$ cat config.mk
export PLATFORM = sky130hd
export DESIGN_NAME = ifetch_queue
export DESIGN_NICKNAME = d
export VERILOG_FILES = /design/src/rtl/ifq_pkg.sv /design/src/rtl/ifq_fifo.sv /design/src/rtl/ifetch_queue.sv
export SDC_FILE = /design/constraint.sdc
export NUM_CORES = 1
export LEC_CHECK = 0
export CAP_MARGIN = 20
export CORE_ASPECT_RATIO = 0.7
export CORE_MARGIN = 2
export CORE_UTILIZATION = 40
export CTS_CLUSTER_SIZE = 12
export DETAILED_ROUTE_END_ITERATION = 12
export GPL_TIMING_DRIVEN = 0
export PLACE_DENSITY = 0.61
export SYNTH_ARGS = -nofsm -noshare
export SYNTH_HDL_FRONTEND = slang
export SYNTH_HIERARCHICAL = 1
export SYNTH_SLANG_ARGS = --single-unit
$ cat constraint.sdc
create_clock -name clk -period 8.74 [get_ports clk]
set_clock_uncertainty 0.15 [all_clocks]
set_input_delay 1.748 -clock clk [delete_from_list [all_inputs] [get_ports clk]]
set_output_delay 1.748 -clock clk [all_outputs]
set_load 0.03 [all_outputs]
$ cat src/rtl/ifq_pkg.sv
`default_nettype none
// ============================================================================
// Module      : ifq_pkg
// Description : Shared definitions for the instruction fetch queue: FSM state
//               encoding, fetch PC increment and the word-alignment mask
//               applied to redirect targets.
// Revision    : 1.0 - initial release
// ============================================================================
package ifq_pkg;

    typedef enum logic [1:0] {
        ST_INIT = 2'd0,
        ST_RUN  = 2'd1,
        ST_FULL = 2'd2
    } ifq_state_t;

    localparam int PC_STEP = 4;

    // Wide enough for the largest supported WIDTH; users slice the low bits.
    localparam logic [63:0] ALIGN_MASK = 64'hFFFF_FFFF_FFFF_FFFC;

endpackage : ifq_pkg
`default_nettype wire

$ cat src/rtl/ifq_fifo.sv
`default_nettype none
// ============================================================================
// Module      : ifq_fifo
// Description : Circular buffer holding {pc, instruction} entries for the
//               fetch queue. Head/tail pointers plus an occupancy counter.
//               The head entry is visible combinationally on head_data.
// Ports       : clk, reset     - clock, synchronous active-high reset
//               clear          - synchronous flush (priority over push/pop)
//               push/push_data - write an entry at the tail
//               pop            - drop the head entry
//               head_data      - entry at the head
//               empty, count   - occupancy status
// Revision    : 1.0 - initial release
// ============================================================================
module ifq_fifo #(
    parameter int DW    = 64,
    parameter int DEPTH = 4
) (
    input  logic                     clk,
    input  logic                     reset,
    input  logic                     clear,
    input  logic                     push,
    input  logic [DW-1:0]            push_data,
    input  logic                     pop,
    output logic [DW-1:0]            head_data,
    output logic                     empty,
    output logic [$clog2(DEPTH):0]   count
);

    localparam int AW = $clog2(DEPTH);

    logic [DW-1:0] r_mem [DEPTH];
    logic [AW-1:0] r_head;
    logic [AW-1:0] r_tail;
    logic [AW:0]   r_count;
    logic          w_full;
    logic          w_push;
    logic          w_pop;

    assign w_full    = (r_count == (AW+1)'(DEPTH));
    assign empty     = (r_count == '0);
    assign count     = r_count;
    assign head_data = r_mem[r_head];

    assign w_push = push && !w_full;
    assign w_pop  = pop && !empty;

    always_ff @(posedge clk) begin
        if (reset || clear) begin
            r_head  <= '0;
            r_tail  <= '0;
            r_count <= '0;
        end else begin
            if (w_push) begin
                r_tail <= r_tail + 1'b1;
            end
            if (w_pop) begin
                r_head <= r_head + 1'b1;
            end
            r_count <= r_count + (AW+1)'(w_push) - (AW+1)'(w_pop);
        end
    end

    // Storage is never reset; only entries between head and tail are read.
    always_ff @(posedge clk) begin
        if (w_push) begin
            r_mem[r_tail] <= push_data;
        end
    end

    // The credit scheme upstream guarantees a full buffer never sees a push.
    a_no_push_when_full : assert property (@(posedge clk) disable iff (reset)
        !(push && !clear && w_full));

endmodule : ifq_fifo
`default_nettype wire

$ cat src/rtl/ifetch_queue.sv
`default_nettype none
// ============================================================================
// Module      : ifetch_queue
// Description : Instruction fetch queue. Issues sequential fetch requests to
//               a fixed-latency instruction memory under a credit scheme,
//               tags each request with its PC, and buffers returned
//               instructions for an in-order valid/ready consumer. A redirect
//               flushes queued and in-flight data and restarts fetching.
// Ports       : clk, reset              - clock, synchronous active-high reset
//               imem_addr/imem_en       - memory request
//               imem_rdata              - memory data, MEM_LAT cycles later
//               redirect/redirect_pc    - flush and new fetch address
//               out_valid/out_ready     - consumer handshake
//               out_instr/out_pc        - head instruction and its address
// Config      : IFQ_BYPASS_EN - when defined, data returning into an empty
//               queue is presented on the outputs in the same cycle.
// Revision    : 1.0 - initial release
// ============================================================================
module ifetch_queue
    import ifq_pkg::*;
#(
    parameter int               WIDTH    = 32,
    parameter int               DEPTH    = 4,
    parameter int               MEM_LAT  = 1,
    parameter logic [WIDTH-1:0] RESET_PC = '0
) (
    input  logic             clk,
    input  logic             reset,
    output logic [WIDTH-1:0] imem_addr,
    output logic             imem_en,
    input  logic [WIDTH-1:0] imem_rdata,
    input  logic             redirect,
    input  logic [WIDTH-1:0] redirect_pc,
    output logic             out_valid,
    input  logic             out_ready,
    output logic [WIDTH-1:0] out_instr,
    output logic [WIDTH-1:0] out_pc
);

    localparam int CW = $clog2(DEPTH) + 1;
    // Holds queue occupancy plus in-flight count plus one without overflow.
    localparam int UW = $clog2(DEPTH + MEM_LAT + 2);

    ifq_state_t       r_state;
    ifq_state_t       w_state_nxt;
    logic [WIDTH-1:0] r_pc;
    logic             r_tag_vld [MEM_LAT];
    logic [WIDTH-1:0] r_tag_pc  [MEM_LAT];

    logic             w_redir;
    logic             w_issue;
    logic             w_ret_vld;
    logic [WIDTH-1:0] w_ret_pc;
    logic [UW-1:0]    w_inflight;
    logic [UW-1:0]    w_used;
    logic [UW-1:0]    w_used_nxt;
    logic             w_credit;

    logic [2*WIDTH-1:0] w_head;
    logic               w_empty;
    logic [CW-1:0]      w_count;
    logic               w_push;
    logic               w_fifo_pop;
    logic               w_avail;
    logic [2*WIDTH-1:0] w_out_data;
    logic               w_fire;

    // Redirect is ignored during the single INIT cycle after reset.
    assign w_redir   = redirect && (r_state != ST_INIT);
    assign w_ret_vld = r_tag_vld[MEM_LAT-1];
    assign w_ret_pc  = r_tag_pc[MEM_LAT-1];

    always_comb begin
        w_inflight = '0;
        for (int i = 0; i < MEM_LAT; i++) begin
            w_inflight = w_inflight + UW'(r_tag_vld[i]);
        end
    end

    // A returning entry is still counted as in flight, never twice.
    assign w_used   = UW'(w_count) + w_inflight;
    assign w_credit = (w_used < UW'(DEPTH));

    // ------------------------------------------------------------------------
    // Output path
    // ------------------------------------------------------------------------
`ifdef IFQ_BYPASS_EN
    assign w_avail    = !w_empty || w_ret_vld;
    assign w_out_data = w_empty ? {w_ret_pc, imem_rdata} : w_head;
    // A bypassed entry consumed this cycle never needs to be stored.
    assign w_push     = w_ret_vld && !(w_empty && w_fire);
    assign w_fifo_pop = w_fire && !w_empty;
`else
    assign w_avail    = !w_empty;
    assign w_out_data = w_head;
    assign w_push     = w_ret_vld;
    assign w_fifo_pop = w_fire;
`endif

    assign out_valid = w_avail && !redirect && !reset;
    assign w_fire    = out_valid && out_ready;
    assign out_pc    = out_valid ? w_out_data[2*WIDTH-1:WIDTH] : '0;
    assign out_instr = out_valid ? w_out_data[WIDTH-1:0]       : '0;

    assign imem_en   = w_issue && !reset;
    assign imem_addr = reset ? RESET_PC : r_pc;

    // ------------------------------------------------------------------------
    // FSM
    // ------------------------------------------------------------------------
    always_comb begin
        w_state_nxt = r_state;
        w_issue     = 1'b0;
        w_used_nxt  = w_used;
        case (r_state)
            ST_INIT: begin
                w_state_nxt = ST_RUN;
            end
            ST_RUN, ST_FULL: begin
                w_issue    = (r_state == ST_RUN) && w_credit && !w_redir;
                w_used_nxt = w_used + UW'(w_issue) - UW'(w_fire);
                if (w_redir) begin
                    w_state_nxt = ST_RUN;
                end else if (w_used_nxt >= UW'(DEPTH)) begin
                    w_state_nxt = ST_FULL;
                end else begin
                    w_state_nxt = ST_RUN;
                end
            end
            default: begin
                w_state_nxt = ST_INIT;
            end
        endcase
    end

    always_ff @(posedge clk) begin
        if (reset) begin
            r_state <= ST_INIT;
            r_pc    <= RESET_PC;
        end else begin
            r_state <= w_state_nxt;
            if (w_redir) begin
                r_pc <= redirect_pc & ALIGN_MASK[WIDTH-1:0];
            end else if (imem_en) begin
                r_pc <= r_pc + WIDTH'(PC_STEP);
            end
        end
    end

    // ------------------------------------------------------------------------
    // In-flight tag pipeline: one stage per cycle of memory latency
    // ------------------------------------------------------------------------
    always_ff @(posedge clk) begin
        if (reset || w_redir) begin
            r_tag_vld[0] <= 1'b0;
        end else begin
            r_tag_vld[0] <= imem_en;
        end
        r_tag_pc[0] <= r_pc;
    end

    for (genvar i = 1; i < MEM_LAT; i++) begin : g_tag_stage
        always_ff @(posedge clk) begin
            if (reset || w_redir) begin
                r_tag_vld[i] <= 1'b0;
            end else begin
                r_tag_vld[i] <= r_tag_vld[i-1];
            end
            r_tag_pc[i] <= r_tag_pc[i-1];
        end
    end

    ifq_fifo #(
        .DW    (2 * WIDTH),
        .DEPTH (DEPTH)
    ) u_fifo (
        .clk       (clk),
        .reset     (reset),
        .clear     (w_redir),
        .push      (w_push),
        .push_data ({w_ret_pc, imem_rdata}),
        .pop       (w_fifo_pop),
        .head_data (w_head),
        .empty     (w_empty),
        .count     (w_count)
    );

endmodule : ifetch_queue
`default_nettype wire

==> results.py <==
metrics = {
    "layout": {
        "final_layout_size_suffix_gt1_share_pct": 14.2,
        "fin_cells": 1449,
        "multiInputGateArea_um2": 3700,
        "regArea_um2": 9130,
        "layout_commonest_cell": "edfxtp_1",
        "nets": 1079,
        "final_cell_mix": "edfxtp_1, clkdlybuf4s50_1, and2_1",
        "fillers": 2718,
        "antenna-diode-count": 0,
        "area_growth_pct": 25.7,
    },
    "synthesis": {
        "syn-mean-instance-area_um2": 16.7,
        "yosysWarnings": 6,
        "synthCells": 785,
        "syn_area_um2": 13100,
        "async_flop_share_pct": 0,
        "synth_seq_cells": 328,
        "synth-edff-count": 256,
        "synth_ff_type": "edfxtp_1",
        "yosysUniqueCellTypes": 49,
        "yosysSeqAreaShare_pct": 69.8,
    },
    "grt": {
        "grt_max_degree": 49,
        "grt_overflow": 0,
        "grt_usage_pct": 17.8,
        "antenna_found_initial": 0,
        "grt_pass1_wl_um": 45600,
        "first_global_vias": 7762,
    },
    "route": {
        "detail_route.wl_per_cell_um": 20.6,
        "drt-pass1-iter-count": 7,
        "initialDrtViolationCount": 522,
        "wl_um": 29800,
        "route.detailed.drc": 0,
        "drtAntennaViolNets": 0,
        "vias_per_cell": 5.22,
        "vias": 7570,
    },
    "timing": {
        "hold_viol_final": 0,
        "finalSetupViolCount": 0,
        "fin_crit_ns": 6.49,
        "timing.hold.ws_ns": 0.200,
        "drv_slew": 0,
        "grt_setup_unrepaired": "no",
        "worst_pin_slew_ns": 0.729,
        "tns_ns": 0,
        "slew_headroom_pct": 51.4,
        "timing.final.crit_share_pct": 74.3,
        "timing.fmax_ghz": 0.154,
    },
    "worst_setup_path": {
        "crit_top_cell": "clkdlybuf4s50_1",
        "end_kind": "output port",
        "crit_path_max_fanout": 10,
        "slowest_delay_ns": 0.75,
        "critical_path_arrival_ns": 4.59,
        "regToRegSetupSlack_ns": 5.22,
        "critPathKind": "input port to output port",
        "critPathRequiredTime_ns": 6.84,
        "start_kind": "input port",
        "cp_slowest_cell": "clkdlybuf4s50_1",
        "path_cells": "clkdlybuf4s50_1 -> nor3_1 -> buf_1 -> clkbuf_1 -> and2_1 -> clkdlybuf4s50_1",
    },
    "cts": {
        "postCtsSetupBuffers": 0,
        "clk_pin_slew_worst_paths_ns": 0.06,
        "ctsHoldBuffers": 0,
        "clock_path_buffers": 3,
        "clkSinkCount": 328,
        "clock_latency_ns": 0.52,
        "cts_root_buf": "clkbuf_16",
        "cts_buffers": 35,
        "htreeDepth": 2,
        "ctsResizeCount": 0,
        "cts_tree": "built",
    },
    "power_and_ir_drop": {
        "powerDensity_nw_per_um2": 201,
        "leakage_nw": 5.34,
        "finalPower_mw": 3.31,
        "irDropWorstVdd_uv": 113,
    },
    "die": {
        "die_h_um": 155,
        "core_um2": 32300,
        "dieWidth_um": 220,
        "initial_core_util_pct": 40.5,
        "io_pins": 166,
        "rows": 55,
        "die_area_um2": 34200,
    },
    "place": {
        "dp_hpwl_um": 19500,
        "port_buffers": 161,
        "placed_cells": 1386,
        "gp_congestion": 0.780,
    },
    "outcome": {
        "run_status": "completed",
    },
    "hold_path": {
        "hold_path.class": "flip-flop to flip-flop",
    },
    "flow_run": {
        "cap_violations": 0,
    },
}
[final timing paths]
check	from	to	cells after the start
worst max-delay path	reset	out_pc[26]	6
worst min-delay path	r_pc[15]	r_tag_pc[0][15]	0
worst max register to register	u_fifo/count[2]	u_fifo/count[2]	12
worst min register to register	r_pc[15]	r_tag_pc[0][15]	0
[metal layers]
| metal | track usage (%) | vias up | wire, um |
|---|---|---|---|
| li1 | - | 3465 | - |
| met3 | 4.01 | 45 | 1780 |
| met4 | 4.95 | 0 | 628 |
| met5 | 0 | - | 0 |
| met2 | 27.3 | 211 | 13500 |
| met1 | 25.6 | 3849 | 13900 |
[area by class of cell]
type / instances / area share [%]
clock inverters: 9 / 0.502
plain buffers: 47 / 1.51
repair buffers: 165 / 10.5
inverters: 12 / 0.274
well taps: 427 / 3.25
clock buffers: 54 / 5.95
flip-flops and latches: 328 / 55.5
multi-input cells: 407 / 22.5
[per-stage QoR]
stage | instance area (um2) | worst slack, ns | utilization, %
4_1_cts | 16400 | 2.20 | 50.9
6_report | 16400 | 2.25 | 50.9
5_1_grt | 16400 | 2.02 | 50.9
2_1_floorplan | 13100 | 3.58 | -
3_3_place_gp | 15300 | 2.25 | 47.3
3_5_place_dp | 15400 | 2.22 | 47.6
[cell usage after synthesis (all sizes together), types with 14 or more instances]
| library cell | instances | area [um2] |
|---|---|---|
| edfxtp | 256 | 7690 |
| and2 | 76 | 478 |
| dfxtp | 72 | 1440 |
| mux4 | 64 | 1440 |
| nor2 | 34 | 128 |
| nor2b | 31 | 194 |
| buf | 24 | 161 |
| clkbuf | 23 | 87.6 |
| nand2 | 18 | 67.6 |
| a311oi | 17 | 149 |
| nand3 | 17 | 90.1 |
| ha | 14 | 175 |
| o21ai | 14 | 70.1 |
[registers in the layout, summed over array words and instances, names as in the netlist, named ones only]
| signal | flops |
|---|---|
| u_fifo/count | 3 |
| u_fifo/r_mem | 256 |
| r_tag_vld | 1 |
| r_state | 2 |
| r_tag_pc | 30 |
| u_fifo/r_tail | 2 |
| r_pc | 30 |
| u_fifo/r_head | 2 |
[critical path, delay by kind of cell]
kind	cells	cell delay (ns)
and+or+nand+nor	2	0.49
buffers and inverters	4	2.33
[kinds of logic (layout without fill, tap and decap cells)]
| kind of cell | after synthesis | count (layout) | synth area share [%] |
|---|---|---|---|
| other | 1 | 10 | 0.0287 |
| adders and majority gates | 15 | 15 | 1.49 |
| xor gates and xnor gates | 14 | 14 | 1.08 |
| AOI/OAI and AO/OA | 55 | 55 | 3.01 |
| muxes | 67 | 67 | 11.3 |
| and+or+nand+nor | 246 | 246 | 11.1 |
| buffers and inverters | 59 | 287 | 2.25 |
| DFF | 328 | 328 | 69.8 |
[report_power, final]
part | total, mW | internal, mW | leakage (nW) | switching (mW)
Combinational | 0.166 | 0.0776 | 1.91 | 0.0881
Clock | 1.38 | 0.803 | 0.513 | 0.581
Sequential | 1.76 | 1.72 | 2.92 | 0.0360
Total | 3.31 | 2.61 | 5.34 | 0.705
Power figures use the tool's default switching activity.
